===== config.mk =====
export PLATFORM = sky130hd
export DESIGN_NAME = periph_bus_ctrl
export DESIGN_NICKNAME = d
export VERILOG_FILES = /design/src/rtl/periph_bus_ctrl_pkg.sv /design/src/rtl/periph_bus_ctrl_uart_tx.sv /design/src/rtl/periph_bus_ctrl.sv
export SDC_FILE = /design/constraint.sdc
export NUM_CORES = 1
export LEC_CHECK = 0
export ABC_AREA = 0
export ABC_CLOCK_PERIOD_IN_PS = 2900
export CORE_ASPECT_RATIO = 1.4
export CORE_UTILIZATION = 40
export DETAILED_ROUTE_END_ITERATION = 7
export PLACE_DENSITY = 0.81
export SYNTH_ARGS = -nofsm -noshare
export SYNTH_HDL_FRONTEND = slang
export SYNTH_SLANG_ARGS = --single-unit

===== constraint.sdc =====
create_clock -name clk -period 2.9 [get_ports clk]
set_input_delay 0.435 -clock clk [delete_from_list [all_inputs] [get_ports clk]]
set_output_delay 0.435 -clock clk [all_outputs]
set_load 0.01 [all_outputs]

===== src/rtl/periph_bus_ctrl_pkg.sv =====
// Shared constants for the peripheral bus controller: I/O offsets, FSM states, UART framing.
package periph_bus_ctrl_pkg;

  localparam logic [11:0] OFF_LED       = 12'h000;
  localparam logic [11:0] OFF_SW        = 12'h004;
  localparam logic [11:0] OFF_UART_DATA = 12'h008;
  localparam logic [11:0] OFF_UART_STAT = 12'h00C;

  // Start bit + 8 data bits + stop bit.
  localparam int unsigned UART_FRAME_BITS = 10;

  typedef logic [1:0] state_t;
  localparam state_t ST_IDLE     = 2'd0;
  localparam state_t ST_RAM_WAIT = 2'd1;
  localparam state_t ST_IO_RESP  = 2'd2;

endpackage


===== src/rtl/periph_bus_ctrl_uart_tx.sv =====
// 8N1 UART transmitter, LSB first; busy covers start bit through end of stop bit.
module uart_tx
  import periph_bus_ctrl_pkg::*;
#(
  parameter int unsigned CLKS_PER_BIT = 868
) (
  input  logic       clk,
  input  logic       reset,
  input  logic       start,
  input  logic [7:0] data,
  output logic       busy,
  output logic       txd
);

  localparam int unsigned CNT_W = $clog2(CLKS_PER_BIT);
  localparam int unsigned BIT_W = $clog2(UART_FRAME_BITS);

  logic [CNT_W-1:0] clk_cnt;
  logic [BIT_W-1:0] bit_cnt;
  logic [8:0]       shreg;

  // Frame sequencer: start bit is driven on acceptance, then data LSB first, then stop.
  always_ff @(posedge clk or posedge reset) begin
    if (reset) begin
      busy    <= 1'b0;
      txd     <= 1'b1;
      clk_cnt <= '0;
      bit_cnt <= '0;
      shreg   <= '0;
    end else if (!busy) begin
      if (start) begin
        busy    <= 1'b1;
        txd     <= 1'b0;
        shreg   <= {1'b1, data};
        clk_cnt <= '0;
        bit_cnt <= '0;
      end
    end else if (clk_cnt == CNT_W'(CLKS_PER_BIT - 1)) begin
      clk_cnt <= '0;
      if (bit_cnt == BIT_W'(UART_FRAME_BITS - 1)) begin
        busy <= 1'b0;
        txd  <= 1'b1;
      end else begin
        txd     <= shreg[0];
        shreg   <= {1'b0, shreg[8:1]};
        bit_cnt <= bit_cnt + 1'b1;
      end
    end else begin
      clk_cnt <= clk_cnt + 1'b1;
    end
  end

endmodule


===== src/rtl/periph_bus_ctrl.sv =====
// Single-outstanding bus controller routing requests to external RAM or a small I/O window.
module periph_bus_ctrl
  import periph_bus_ctrl_pkg::*;
#(
  parameter int unsigned DATA_W       = 32,
  parameter int unsigned ADDR_W       = 32,
  parameter int unsigned LED_W        = 16,
  parameter int unsigned SW_W         = 8,
  parameter int unsigned RAM_LATENCY  = 1,
  parameter logic [31:0] IO_BASE      = 32'h0000_F000,
  parameter int unsigned CLKS_PER_BIT = 868
) (
  input  logic              clk,
  input  logic              reset,
  input  logic              req_valid,
  output logic              req_ready,
  input  logic              req_write,
  input  logic [ADDR_W-1:0] req_addr,
  input  logic [DATA_W-1:0] req_wdata,
  output logic              rsp_valid,
  output logic [DATA_W-1:0] rsp_rdata,
  output logic              rsp_err,
  output logic [ADDR_W-1:0] ram_addr,
  output logic              ram_we,
  output logic [DATA_W-1:0] ram_wdata,
  input  logic [DATA_W-1:0] ram_rdata,
  input  logic [SW_W-1:0]   sw,
  output logic [LED_W-1:0]  led,
  output logic              txd
);

  localparam int unsigned       LAT_W     = 3;
  localparam logic [ADDR_W-1:0] IO_BASE_A = ADDR_W'(IO_BASE);

  state_t            state, state_nxt;
  logic [LAT_W-1:0]  lat_cnt;
  logic              accept_c, is_io_c, rsp_valid_nxt;
  logic [11:0]       off_c;
  logic              io_err_c, led_we_c, uart_start_c;
  logic [DATA_W-1:0] io_rdata_c;
  logic [SW_W-1:0]   sw_meta, sw_sync;
  logic              rsp_valid_q, rsp_err_q, rsp_ram_q, rsp_wr_q;
  logic [DATA_W-1:0] io_rdata_q;
  logic              tx_busy;

  // Request acceptance, window decode and the RAM side, which is driven in the accept cycle.
  assign req_ready = (state == ST_IDLE);
  assign accept_c  = req_valid && req_ready;
  assign is_io_c   = (req_addr[ADDR_W-1:12] == IO_BASE_A[ADDR_W-1:12]);
  assign off_c     = req_addr[11:0];
  assign ram_addr  = req_addr;
  assign ram_wdata = req_wdata;
  assign ram_we    = accept_c && !is_io_c && req_write;

  // I/O register decode: read data, error flag and side-effect strobes.
  always_comb begin
    io_err_c     = 1'b0;
    io_rdata_c   = '0;
    led_we_c     = 1'b0;
    uart_start_c = 1'b0;
    if (off_c[1:0] != 2'b00) begin
      io_err_c = 1'b1;
    end else begin
      case (off_c)
        OFF_LED: begin
          if (req_write) led_we_c = accept_c && is_io_c;
          else           io_rdata_c = DATA_W'(led);
        end
        OFF_SW: begin
          if (req_write) io_err_c = 1'b1;
          else           io_rdata_c = DATA_W'(sw_sync);
        end
        OFF_UART_DATA: begin
          if (!req_write || tx_busy) io_err_c = 1'b1;
          else                       uart_start_c = accept_c && is_io_c;
        end
        OFF_UART_STAT: begin
          if (!req_write) io_rdata_c = DATA_W'(tx_busy);
        end
        default: io_err_c = 1'b1;
      endcase
    end
  end

  // Next state and response strobe.
  always_comb begin
    state_nxt     = state;
    rsp_valid_nxt = 1'b0;
    case (state)
      ST_IDLE: begin
        if (accept_c) begin
          state_nxt     = is_io_c ? ST_IO_RESP : ST_RAM_WAIT;
          rsp_valid_nxt = is_io_c || (RAM_LATENCY == 1);
        end
      end
      ST_RAM_WAIT: begin
        if (lat_cnt == LAT_W'(RAM_LATENCY))     state_nxt     = ST_IDLE;
        if (lat_cnt == LAT_W'(RAM_LATENCY - 1)) rsp_valid_nxt = 1'b1;
      end
      ST_IO_RESP: state_nxt = ST_IDLE;
      default:    state_nxt = ST_IDLE;
    endcase
  end

  // State register and RAM latency counter.
  always_ff @(posedge clk or posedge reset) begin
    if (reset) begin
      state   <= ST_IDLE;
      lat_cnt <= '0;
    end else begin
      state <= state_nxt;
      if (accept_c)                  lat_cnt <= LAT_W'(1);
      else if (state == ST_RAM_WAIT) lat_cnt <= lat_cnt + 1'b1;
    end
  end

  // Response capture; I/O data is latched at acceptance, RAM data is passed through later.
  always_ff @(posedge clk or posedge reset) begin
    if (reset) begin
      rsp_valid_q <= 1'b0;
      rsp_err_q   <= 1'b0;
      rsp_ram_q   <= 1'b0;
      rsp_wr_q    <= 1'b0;
      io_rdata_q  <= '0;
    end else begin
      rsp_valid_q <= rsp_valid_nxt;
      if (accept_c) begin
        rsp_ram_q  <= !is_io_c;
        rsp_wr_q   <= req_write;
        rsp_err_q  <= is_io_c && io_err_c;
        io_rdata_q <= (is_io_c && !io_err_c) ? io_rdata_c : '0;
      end
    end
  end

  // Response outputs are forced to zero outside the response pulse.
  always_comb begin
    rsp_rdata = '0;
    if (rsp_valid_q) begin
      if (!rsp_ram_q)     rsp_rdata = io_rdata_q;
      else if (!rsp_wr_q) rsp_rdata = ram_rdata;
    end
  end
  assign rsp_valid = rsp_valid_q;
  assign rsp_err   = rsp_valid_q && rsp_err_q;

  // LED register and two-flop switch synchroniser.
  always_ff @(posedge clk or posedge reset) begin
    if (reset) begin
      led     <= '0;
      sw_meta <= '0;
      sw_sync <= '0;
    end else begin
      sw_meta <= sw;
      sw_sync <= sw_meta;
      if (led_we_c) led <= req_wdata[LED_W-1:0];
    end
  end

  uart_tx #(
    .CLKS_PER_BIT(CLKS_PER_BIT)
  ) u_uart_tx (
    .clk  (clk),
    .reset(reset),
    .start(uart_start_c),
    .data (req_wdata[7:0]),
    .busy (tx_busy),
    .txd  (txd)
  );

endmodule


; After elaboration in Yosys (flattened, before gate mapping)
; Index checks and enable logic that the tools add are counted.
[op_classes]
add_sub_neg = 3
multipliers = 0
n_div = 0
order_cmp = 0
eq_ne = 12
n_shift = 0
n_mux = 47
bitwise = 0
n_reduce_logical = 21
[ops]
columns = cell, n
row1 = 32-bit two-way mux, 4
row2 = 16-bit one-hot mux with 3 select lines, 1
row3 = 9-bit two-way mux, 4
row4 = 16-bit two-way mux, 2
row5 = 10-bit two-way mux, 3
row6 = "12-bit by 4-bit == test with 1-bit output, second input constant", 2
row7 = "20-bit by 4-bit == test with 1-bit output, second input constant", 1
row8 = 1-bit two-way mux, 20
row9 = 4-bit two-way mux, 4
row10 = "12-bit by 3-bit == test with 1-bit output, second input constant", 1
row11 = 12-bit logical NOT, 1
row12 = "10-bit by 1-bit adder with 10-bit output, second input constant", 1
row13 = "10-bit == test, second input constant", 1
row14 = 8-bit two-way mux, 1
row15 = 1-bit logical AND, 7
row16 = 2-bit two-way mux, 3
row17 = 3-bit two-way mux, 2
row18 = "2-bit != test, second input constant", 3
row19 = 2-bit nonzero test, 3
row20 = "4-bit by 1-bit adder with 4-bit output, second input constant", 1
row21 = "4-bit == test, second input constant", 1
row22 = 2-bit one-hot mux with 2 select lines, 1
row23 = 2-bit AND reduction, 2
row24 = "3-bit by 1-bit adder with 3-bit output, second input constant", 1
row25 = 11 further kinds, 13
[totals]
ff_bits = 98
latch_bits = 0
ram_bits = 0
mem_bits_ro = 0
input_bits = 108
out_inout_bits = 117
word_cells = 98
n_memories = 0

; Longest topological paths before layout
[depth]
depth_word = 8
ltp_mapped = 7
mapped_depth_nobuf = 7

; Cells and area by module
; From an unflattened synthesis, not the netlist that was laid out.
[unflattened]
cells_unflattened = 432
area_unflattened_um2 = 4539.4
[by_module_without_submodules]
columns = module, instances, cells_each, area_per_inst_um2, seq_area_each_um2
row1 = periph_bus_ctrl, 1, 307, 3200.6, 1426.4
row2 = uart_tx, 1, 125, 1338.8, 626.9

; Least setup slack after synthesis
; Ideal clock, no wire load.
[synth_timing]
path_kind = input-to-reg
startpoint = in req_addr[15]
endpoint = reg led[0]
setup_ns = 0.125
t_arrival_ns = 1.946
required_time_ns = 2.775
slack_ns = 0.829
path_stages = 6
n_path_buf = 1
cell_sequence = or2b_1 -> nor4_4 -> nand3_2 -> nor4_4 -> buf_8 -> mux2_4
[synth_between]
elab_chain_cells = 5
[synth_rtl]
columns = item, line
row1 = from (decl), periph_bus_ctrl.sv:18  ; input logic [ADDR_W-1:0] req_addr,
row2 = 20-bit by 4-bit == test with 1-bit output, periph_bus_ctrl.sv:49  ; assign is_io_c = (req_addr[ADDR_W-1:12] == IO_BASE_A[ADDR_W-1:12]);
row3 = 1-bit logical AND, periph_bus_ctrl.sv:66  ; if (req_write) led_we_c = accept_c && is_io_c;
row4 = 1-bit two-way mux, periph_bus_ctrl.sv:66
row5 = 1-bit two-way mux, periph_bus_ctrl.sv:64  ; case (off_c)
row6 = 1-bit two-way mux, periph_bus_ctrl.sv:61  ; if (off_c[1:0] != 2'b00) begin
row7 = to (signal assigned), periph_bus_ctrl.sv:156  ; if (led_we_c) led <= req_wdata[LED_W-1:0];
row8 = to (decl), periph_bus_ctrl.sv:28  ; output logic [LED_W-1:0] led,
; Every way passes these cells.
; A chain may end at the register's enable or synchronous reset.

; Final worst setup path
[layout_timing]
startpoint = in req_addr[15]
endpoint = out ram_we
[layout_between]
elab_chain_cells = 4
[layout_rtl]
columns = item, line
row1 = 20-bit by 4-bit == test with 1-bit output, periph_bus_ctrl.sv:49
row2 = 1-bit logical NOT, periph_bus_ctrl.sv:53  ; assign ram_we = accept_c && !is_io_c && req_write;
row3 = 1-bit logical AND (2 in series), periph_bus_ctrl.sv:53
row4 = to (decl), periph_bus_ctrl.sv:24  ; output logic ram_we,
; Every way passes these cells.

==> metrics.txt <==
routed wire length=11,400 µm; PwrDens=521 mW/mm²; CTS Root Cell=clkbuf_16; Slew @ Worst Pin=0.961 ns; peak supply drop=0.000312 V; clock-pin slew on the worst setup and hold paths=0.06 ns; Max-Cap Viols=0; Worst Path Arrival=2.20 ns; Synth area leader=dfrtp_1; Die ar.=0.0113 mm²; critical path capture point type=output pin; Placer Congestion=0.813; nets=650; area of the multi-input gates=0.00169 mm²; most frequent cell after synthesis=dfrtp_1; fmax=0.380 GHz; Hold Fails Final Rpt=0; CTS Buf Count=9; Initial Util=41.4%; top cells by area, synth=dfrtp_1 47%, buf_4 11%, a22o_1 5.1%, mux2_4 3.5%, mux2i_1 3.5%; # setup viols final=0; Skew-Pair Late Insertion Delay=0.34 ns; final core occ=60.0%; Mapped Area=0.00434 mm²; share of layout cells above drive strength 1=9.80%; EDFF count, synth=0; yosys synthesis warning count=0; I/O pin count=225; H-tree levels=3; Resized cells post-CTS=0; Pre-Repair DR Iteration Count=4; vias in the first global route=3,621; crit-path max FO=7; Wirelength per Cell=16.8 µm; Reg area=0.00205 mm²; core area=0.0105 mm²; TNS Setup=0 ns; post-synth cell types=52; area share of the largest cell type after synthesis=46.8%; final worst clock skew=0.00666 ns; Commonest cells post-synth=81 x dfrtp_1, 64 x buf_4, 27 x o21ai_0, 26 x nand2_1, 25 x a22o_1; DR iter-0 viols=146; vias=3,499; status=complete, no violations; Via density=5.15; antenna violations before repair=0; unrepaired setup endpoints after global routing=no; port buffer count=192; Rows=44; number of remaining DRC errors=0; Final ANT Viol Nets=0; worst min-delay path class=reg -> reg; Global Route Usage Sum=21.0%; CTS tree=yes; die height=125 µm; Fillers=847; Hold-fix buffers, CTS=0; Synthesized Nets=518; Die W=90.0 µm; area growth from synthesis to layout=44.7%; CP Launch Type=input pin; WS Path Type=in -> out; Overflow after GRT=0; largest net degree at the start of global routing=44; Seq/Total Area, Yosys=47.4%; flops & latches, synth=82; Critical Path RT=2.47 ns; post-DP HPWL=8930 µm; global-route wire length before repair=18,700 µm; Final period util=90.8%; leakage=2.62 nW; CTS sink count=82; ANT cells=0; Synth Flop Type=dfrtp_1; post-synthesis cell count=404; max-slew violations=0; Final Critical Period=2.63 ns; Rel. slew slack=35.1%; Post-Syn Area per Cell=10.7 µm²; postcts setup bufs=0; clock buffer depth=2; FFs w/ async S/R, synth=100%
-- logic make-up after synthesis --
logic type	count (synthesis)	share of synthesized area [%]
and+or+nand+nor	110	15.2
adders and majority gates	6	1.73
buffers and inverters	90	13.8
AOI/OAI and AO/OA	84	13.2
DFF	82	47.4
muxes	32	8.74
-- metrics by stage --
step	cell area (µm²)	cells	hold WS (ns)	total power, W	setup slack (ns)
after detailed placement	5970	663	0.338	0.00215	0.234
after CTS	6270	679	0.352	0.00330	0.245
after global placement	5970	663	0.335	0.00212	0.300
after floorplan	4340	404	0.331	0.00171	0.358
after global routing	6270	679	0.367	0.00341	0.182
final	6270	679	0.351	0.00327	0.268
-- cell usage in the layout, fill, tap and decap left out, types with 2 or more instances in the layout --
master           netlist  routed
a21oi_1                9       9
a22o_1                25      25
a31oi_1                5       5
a32o_1                 2       2
and2_1                17      17
and3_1                 6       6
buf_12                 0       2
buf_4                 64       8
clkbuf_16              0       9
clkdlybuf4s50_1        0     192
clkinv_2               0       3
clkinv_4               0       2
dfrtp_1               81      81
ha_1                   6       6
inv_1                  9       8
mux2_2                 7       7
mux2_4                10      10
mux2i_1               15      15
nand2_1               26      26
nand2b_1               3       3
nand3_1               16      16
nand4_1                2       2
nand4b_1               2       2
nor2_1                13      12
nor2b_1                3       3
nor3_1                 3       3
nor4_1                 6       6
nor4_4                 3       3
o21ai_0               27      27
o21ai_1                2       2
o22ai_1                2       2
o31ai_1                3       3
-- final timing paths --
check | startpoint | to | slack [ns] | depth (start not counted)
max in group asynchronous | reset | u_uart_tx.bit_cnt[3] | 1.71 | 3
max | req_addr[15] | ram_we | 0.27 | 5
min | sw_meta[6] | sw_sync[6] | 0.35 | 0
min in group asynchronous | reset | lat_cnt[1] | 0.53 | 2
max reg2reg | u_uart_tx.clk_cnt[0] | u_uart_tx.shreg[6] | 0.55 | 5
min reg2reg | sw_meta[6] | sw_sync[6] | 0.35 | 0
-- critical path, cell delays in order --
cell and delay [ns]:
clkdlybuf4s50_1 0.48, or2b_1 0.26, nor4_4 0.36, a21oi_1 0.14, clkdlybuf4s50_1 0.52
-- power breakdown --
part	switching, W	internal, W
Clock	0.000470	0.000675
Sequential	0.0000496	0.00120
Combinational	0.000369	0.000501
Total	0.000888	0.00238
-- final cells by class --
cell class,count,area share (%)
sequential,82,32.7
timing repair buffer,202,32.2
multi-input combinational,232,26.9
clock buffer,9,3.59
tap,138,2.75
clock inverter,7,1.24
inverter,9,0.559
-- state kept, by name (all words and copies together) (netlist names), 2 cells and up --
register           count
u_uart_tx.bit_cnt      4
sw_sync                8
io_rdata_q            16
state                  2
sw_meta                8
led                   16
u_uart_tx.shreg        9
u_uart_tx.clk_cnt     10
lat_cnt                3
-- routing by layer --
metal,routed length [µm],share of wire [%],global-route usage [%],up-vias
met1,4250,37,22.8,1684
met2,6160,54,38.2,135
li1,-,-,-,1649
met5,0,0,0,-
met4,391,3.4,10.1,0
met3,621,5.4,4.81,31
Power figures use the tool's default switching activity.
